### src/rtl/as13_pkg.sv
// Shared types and constants for the as13 output decoder: code type, the 16
// reference patterns, checker states and the legal set of codes that may follow P6.
package as13_pkg;

  typedef logic [3:0] code_t;

  typedef enum logic [1:0] {
    ST_IDLE  = 2'd0,
    ST_RUN   = 2'd1,
    ST_ALARM = 2'd2
  } state_t;

  // y_i lives in bit i-1
  function automatic logic [24:0] ybit(input int unsigned i);
    return 25'd1 << (i - 1);
  endfunction

  localparam logic [24:0] PAT_P0  = 25'd0;
  localparam logic [24:0] PAT_P1  = ybit(11);
  localparam logic [24:0] PAT_P2  = ybit(2) | ybit(4) | ybit(5) | ybit(6) | ybit(7);
  localparam logic [24:0] PAT_P3  = ybit(4) | ybit(5) | ybit(6) | ybit(7) | ybit(14) | ybit(23);
  localparam logic [24:0] PAT_P4  = ybit(9) | ybit(17);
  localparam logic [24:0] PAT_P5  = ybit(4) | ybit(8) | ybit(15) | ybit(16);
  localparam logic [24:0] PAT_P6  = ybit(2) | ybit(3) | ybit(4) | ybit(19);
  localparam logic [24:0] PAT_P7  = ybit(4) | ybit(7) | ybit(8) | ybit(24);
  localparam logic [24:0] PAT_P8  = ybit(2) | ybit(4) | ybit(5) | ybit(6) | ybit(15);
  localparam logic [24:0] PAT_P9  = ybit(9) | ybit(10);
  localparam logic [24:0] PAT_P10 = ybit(3) | ybit(4) | ybit(14) | ybit(21);
  localparam logic [24:0] PAT_P11 = ybit(2) | ybit(4) | ybit(7) | ybit(12);
  localparam logic [24:0] PAT_P12 = ybit(4) | ybit(16) | ybit(18) | ybit(20) | ybit(22);
  localparam logic [24:0] PAT_P13 = ybit(4) | ybit(5) | ybit(6) | ybit(13) | ybit(14);
  localparam logic [24:0] PAT_P14 = ybit(1) | ybit(2) | ybit(18) | ybit(25);
  localparam logic [24:0] PAT_P15 = ybit(2) | ybit(4) | ybit(18) | ybit(20);

  localparam logic [15:0][24:0] PATTERNS = {
    PAT_P15, PAT_P14, PAT_P13, PAT_P12, PAT_P11, PAT_P10, PAT_P9, PAT_P8,
    PAT_P7,  PAT_P6,  PAT_P5,  PAT_P4,  PAT_P3,  PAT_P2,  PAT_P1, PAT_P0
  };

  localparam code_t CODE_P6 = 4'd6;

  // one bit per code: P2..P5 are the only legal successors of P6
  localparam logic [15:0] P6_SUCC_OK = 16'b0000_0000_0011_1100;

endpackage

### src/rtl/as13_pat_match.sv
// Combinational exact-match decoder: y against the 16 reference patterns.
module as13_pat_match
  import as13_pkg::*;
(
  input  logic [24:0] y,
  output logic [3:0]  code,
  output logic        hit
);

  always_comb begin
    code = '0;
    hit  = 1'b0;
    for (int i = 0; i < 16; i++) begin
      if (y == PATTERNS[i]) begin
        code = code_t'(i);
        hit  = 1'b1;
      end
    end
  end

endmodule

### src/rtl/as13_out_decoder.sv
// as13 output decoder with P6-successor checker and illegal-run alarm.
// Optional per-code histogram is built when AS13_HIST_EN is defined.
//
// state    | meaning
// ST_IDLE  | no sample seen since reset
// ST_RUN   | decoding, successor and illegal-run checks active
// ST_ALARM | alarm latched; decoding continues, no further checks
module as13_out_decoder
  import as13_pkg::*;
#(
  parameter int HIST_W       = 8,
  parameter int ALARM_THRESH = 3
) (
  input  logic              clk,
  input  logic              rst,
  input  logic              sample_en,
  input  logic [24:0]       y,
  output logic [3:0]        code_o,
  output logic              code_vld_o,
  output logic              illegal_o,
  output logic              trojan_o,
  output logic              alarm_o,
  input  logic [3:0]        hist_sel
`ifdef AS13_HIST_EN
  ,
  output logic [HIST_W-1:0] hist_o
`endif
);

  localparam int CNT_W = $clog2(ALARM_THRESH + 1);
  localparam logic [CNT_W-1:0] THRESH = CNT_W'(ALARM_THRESH);

  logic [3:0]       match_code;
  logic             hit;

  state_t           state_q, state_d;
  logic [3:0]       code_q, code_d;
  logic             code_vld_q, code_vld_d;
  logic             illegal_q, illegal_d;
  logic             trojan_q, trojan_d;
  logic             alarm_q, alarm_d;
  logic [3:0]       prev_code_q, prev_code_d;
  logic             prev_vld_q, prev_vld_d;
  logic [CNT_W-1:0] ill_cnt_q, ill_cnt_d;
  logic             succ_bad;
  logic             thresh_hit;

  as13_pat_match u_match (
    .y    (y),
    .code (match_code),
    .hit  (hit)
  );

  always_comb begin
    state_d     = state_q;
    code_d      = code_q;
    code_vld_d  = 1'b0;
    illegal_d   = 1'b0;
    trojan_d    = trojan_q;
    alarm_d     = alarm_q;
    prev_code_d = prev_code_q;
    prev_vld_d  = prev_vld_q;
    ill_cnt_d   = ill_cnt_q;
    succ_bad    = 1'b0;
    thresh_hit  = 1'b0;

    if (sample_en) begin
      code_vld_d = hit;
      illegal_d  = !hit;
      if (hit) begin
        code_d    = match_code;
        ill_cnt_d = '0;
      end else if (ill_cnt_q != THRESH) begin
        ill_cnt_d = ill_cnt_q + CNT_W'(1);
      end
      thresh_hit  = !hit && (ill_cnt_d == THRESH);
      succ_bad    = hit && prev_vld_q && (prev_code_q == CODE_P6) && !P6_SUCC_OK[match_code];
      // an illegal sample leaves no known predecessor for the next check
      prev_vld_d  = hit;
      prev_code_d = hit ? match_code : prev_code_q;
    end

    unique case (state_q)
      ST_IDLE, ST_RUN: begin
        if (sample_en) begin
          state_d = ST_RUN;
          if (succ_bad && (state_q == ST_RUN)) begin
            trojan_d = 1'b1;
            alarm_d  = 1'b1;
            state_d  = ST_ALARM;
          end
          if (thresh_hit) begin
            alarm_d = 1'b1;
            state_d = ST_ALARM;
          end
        end
      end
      ST_ALARM: state_d = ST_ALARM;
      default:  state_d = ST_IDLE;
    endcase
  end

  always_ff @(posedge clk or negedge rst) begin
    if (!rst) begin
      state_q     <= ST_IDLE;
      code_q      <= '0;
      code_vld_q  <= 1'b0;
      illegal_q   <= 1'b0;
      trojan_q    <= 1'b0;
      alarm_q     <= 1'b0;
      prev_code_q <= '0;
      prev_vld_q  <= 1'b0;
      ill_cnt_q   <= '0;
    end else begin
      state_q     <= state_d;
      code_q      <= code_d;
      code_vld_q  <= code_vld_d;
      illegal_q   <= illegal_d;
      trojan_q    <= trojan_d;
      alarm_q     <= alarm_d;
      prev_code_q <= prev_code_d;
      prev_vld_q  <= prev_vld_d;
      ill_cnt_q   <= ill_cnt_d;
    end
  end

  assign code_o     = code_q;
  assign code_vld_o = code_vld_q;
  assign illegal_o  = illegal_q;
  assign trojan_o   = trojan_q;
  assign alarm_o    = alarm_q;

`ifdef AS13_HIST_EN
  logic [15:0][HIST_W-1:0] hist_q, hist_d;

  always_comb begin
    hist_d = hist_q;
    if (sample_en && hit && (hist_q[match_code] != '1)) begin
      hist_d[match_code] = hist_q[match_code] + HIST_W'(1);
    end
  end

  always_ff @(posedge clk or negedge rst) begin
    if (!rst) begin
      hist_q <= '0;
    end else begin
      hist_q <= hist_d;
    end
  end

  assign hist_o = hist_q[hist_sel];
`else
  // histogram absent: hist_sel and HIST_W have no consumer in this build
  logic unused_hist_sel;
  assign unused_hist_sel = ^hist_sel;
  localparam int unused_hist_w = HIST_W;
`endif

endmodule

### config.mk
export PLATFORM = sky130hd
export DESIGN_NAME = as13_out_decoder
export DESIGN_NICKNAME = d
export VERILOG_FILES = /design/src/rtl/as13_pkg.sv /design/src/rtl/as13_pat_match.sv /design/src/rtl/as13_out_decoder.sv
export SDC_FILE = /design/constraint.sdc
export NUM_CORES = 1
export LEC_CHECK = 0
export CORE_AREA = 4 4 56 58
export CTS_CLUSTER_SIZE = 14
export DETAILED_ROUTE_END_ITERATION = 16
export DIE_AREA = 0 0 60 62
export PLACE_DENSITY = 0.76
export SLEW_MARGIN = 5
export SYNTH_ARGS = -nofsm -noshare
export SYNTH_HDL_FRONTEND = slang
export SYNTH_SLANG_ARGS = --single-unit
### constraint.sdc
create_clock -name clk -period 1.5 [get_ports clk]
set_input_delay 0.225 -clock clk [delete_from_list [all_inputs] [get_ports clk]]
set_output_delay 0.225 -clock clk [all_outputs]
set_load 0.02 [all_outputs]
==> flow_summary.json <==
{
  "netlist_top_cells_area": "dfrtp_1 (29%), nor4_1 (7.2%), nor2_1 (5.6%)",
  "track_usage": 0.2518,
  "max-slew-margin-rel": 0.6126,
  "crit_arrival_ps": 2440,
  "crit_required_ps": 1710,
  "routedWlPerCell_microns": 23.10,
  "crit_fanout": 5,
  "crit_chain": "clkbuf_2 > or4_4 > or4_4 > nor4_4 > buf_4 > buf_4 > nor3_1 > o311ai_0 > or2_2 > o22a_1",
  "met1_usage": 0.2472,
  "status": "finished with violations",
  "cts_tree": "built",
  "yosys_most_used_dff": "dfrtp_1",
  "dieHeight_microns": 62,
  "grt_pass1_vias": 1649,
  "instances_no_fill": 271,
  "synth_area_leader_cell": "dfrtp_1",
  "drc": 0,
  "hp-class": "in2async",
  "diodes": 0,
  "path_clk_slew_ps": 90,
  "critPathKind": "in2reg",
  "cap_violations": 0,
  "ioPinCount": 40,
  "drt_iter0_drc": 185,
  "p_per_area_nw_per_um2": 394.0,
  "period_minus_slack_ps": 2231,
  "core-area_sq_um": 2663,
  "io_buffers": 35,
  "final_cell_mix": "buf_4 (62), nor2_1 (17), dlymetal6s2s_1 (15), dfrtp_1 (13), nor4_4 (10)",
  "grt_pass1_wl_mm": 7.120,
  "setup_viol": 13,
  "cts.sinks": 13,
  "grt_use_met3": 0.02273,
  "place_ws_ps": -1365,
  "synth_cell_type_count": 39,
  "grt.met2_usage": 0.5108,
  "vias": 1852,
  "reg2reg_from": "prev_code_q[3]",
  "routed_wl_mm": 6.261,
  "fin_nets": 273,
  "period_share": 1.487,
  "area_growth_pct": 112.9,
  "htreeDepth": 1,
  "clock_latency_ps": 280,
  "cpLargestDelayFamily": "simple AND/OR/NAND/NOR gates",
  "ys_seq_area_frac": 0.2867,
  "worst-slew-pin-transition_ps": 579.3,
  "gp_congestion": 0.9587,
  "setup_ws_ps": -730.6,
  "violations": "setup timing",
  "grt-busiest-layer": "met2",
  "hpwl_mm": 3.486,
  "grt.overflow.total": 0,
  "synth_area_sq_um": 1135,
  "grt_antenna_before_repair": 0,
  "hold_viol": 0,
  "max_freq_mhz": 448.3,
  "ant_nets": 0,
  "start_kind": "input pin",
  "syn-num-nets": 171,
  "synth_edf_count": 0,
  "critPathMaxStageDelay_ps": 540,
  "vdd_drop_max_v": 0.0009914,
  "r2r_cells": 4,
  "dieWidth_microns": 60,
  "cts_root_buf": "clkbuf_4",
  "critPathSlowestCell": "or4_4",
  "r2r_end": "alarm_o",
  "postSynthCellCount": 139,
  "num-fill-cells": 109,
  "synth_top_area_frac": 0.2867,
  "synth-seq-cells": 13,
  "yosys_warnings": 0,
  "cp_num_buf_inv": 3,
  "final_layout_size_suffix_gt1_frac": 0.5167,
  "critPathCaptureType": "flop",
  "avgSynthCellArea_sq_um": 8.164,
  "cts_hold_buffers": 0,
  "grt_setup_unrepaired": "yes",
  "fp-row-count": 19,
  "cts_buffers": 3,
  "placed_cells": 257,
  "dr.pass1.iters": 5,
  "die-area_sq_um": 3720,
  "rrSetupSlack_ps": 40,
  "finalMaxSlewViolations": 0,
  "start_util": 0.4262,
  "power_leakage_nw": 1.230,
  "via_per_inst": 6.834,
  "final_common_cell": "buf_4",
  "async_flop_share": 1.000,
  "fin_skew_ps": 12.02,
  "cts_max_path_buffers": 2,
  "grt_max_degree": 14
}
==> registers in the layout, summed over array words and instances, names as in the netlist <==
signal and flops:
state_q 2, illegal_o 1, alarm_o 1, prev_code_q 4
ill_cnt_q 2, code_vld_o 1, trojan_o 1, prev_vld_q 1
==> per-stage QoR <==
stage	setup TNS [ps]	cell area (sq um)	total power, mW	util	hold WS [ps]
detailed placement	-16690	1923	0.6831	0.7223	461.3
floorplan	-7216	1135	0.4819	-	-70.59
global placement	-15680	1923	0.6716	0.7223	443.1
CTS	-8398	2120	0.8947	0.7961	327.8
global route	-8328	2416	0.9830	0.9074	360.1
finish	-7740	2416	0.9520	0.9074	311.3
==> how the worst max path moves through the flow <==
stage,depth (start not counted),from,to
6_report,10,y[18],prev_code_q[0]
3_5_place_dp,8,y[10],alarm_o
2_1_floorplan,7,y[11],alarm_o
3_3_place_gp,8,y[10],alarm_o
5_1_grt,10,y[18],prev_code_q[0]
4_1_cts,8,y[9],prev_code_q[0]
==> cell usage after synthesis, drive strengths merged (2+ instances only) <==
library cell,n
inv,3
nand4,8
a21oi,3
a21o,2
o21ai,2
nor4b,5
nand2,10
o22a,3
dfrtp,13
nor3,11
nand2b,4
nand4b,6
or4b,2
nor4,15
or4,3
buf,2
and3,2
nor2,17
nor2b,3
nand3,8
nor4bb,2
nor3b,3
==> routing by layer <==
| metal | up-vias | part of all wire |
|---|---|---|
| met1 | 849 | 0.32 |
| met2 | 167 | 0.50 |
| met5 | - | 0 |
| met4 | 0 | 0.088 |
| met3 | 74 | 0.091 |
| li1 | 762 | - |
==> power breakdown <==
group	internal [mW]	total [mW]	switching, mW	leakage (nW)
clock network	0.103	0.217	0.114	0.0150
registers	0.372	0.391	0.0187	0.161
logic	0.169	0.345	0.175	1.05
total	0.645	0.952	0.307	1.23
==> timing repair <==
| item | in CTS | in global routing |
|---|---|---|
| setup endpoints to repair | 14 | 17 |
| resized for setup | 61 | 63 |
| buffers inserted | 4 | 8 |
| pin swaps | 20 | 23 |
| gates cloned | 0 | 0 |
==> layout make-up <==
cell class                 count  area [sq um]  area share
timing repair buffer         100         872.1      0.3610
inverter                       3         11.26    0.004661
multi-input combinational    120          1142      0.4728
sequential                    13         325.3      0.1346
clock buffer                   4         26.28     0.01088
tap                           31         38.79     0.01605
==> kinds of logic (layout without fill, tap and decap cells) <==
kind of cell           Yosys count  in the layout  share of synthesized area
AOI/OAI and AO/OA               15             15                     0.1059
buffers and inverters            6            107                    0.02205
DFF                             13             13                     0.2867
muxes                            1              1                    0.01213
and+or+nand+nor                104            104                     0.5733
No activity file was read; power rests on OpenSTA's default activity.
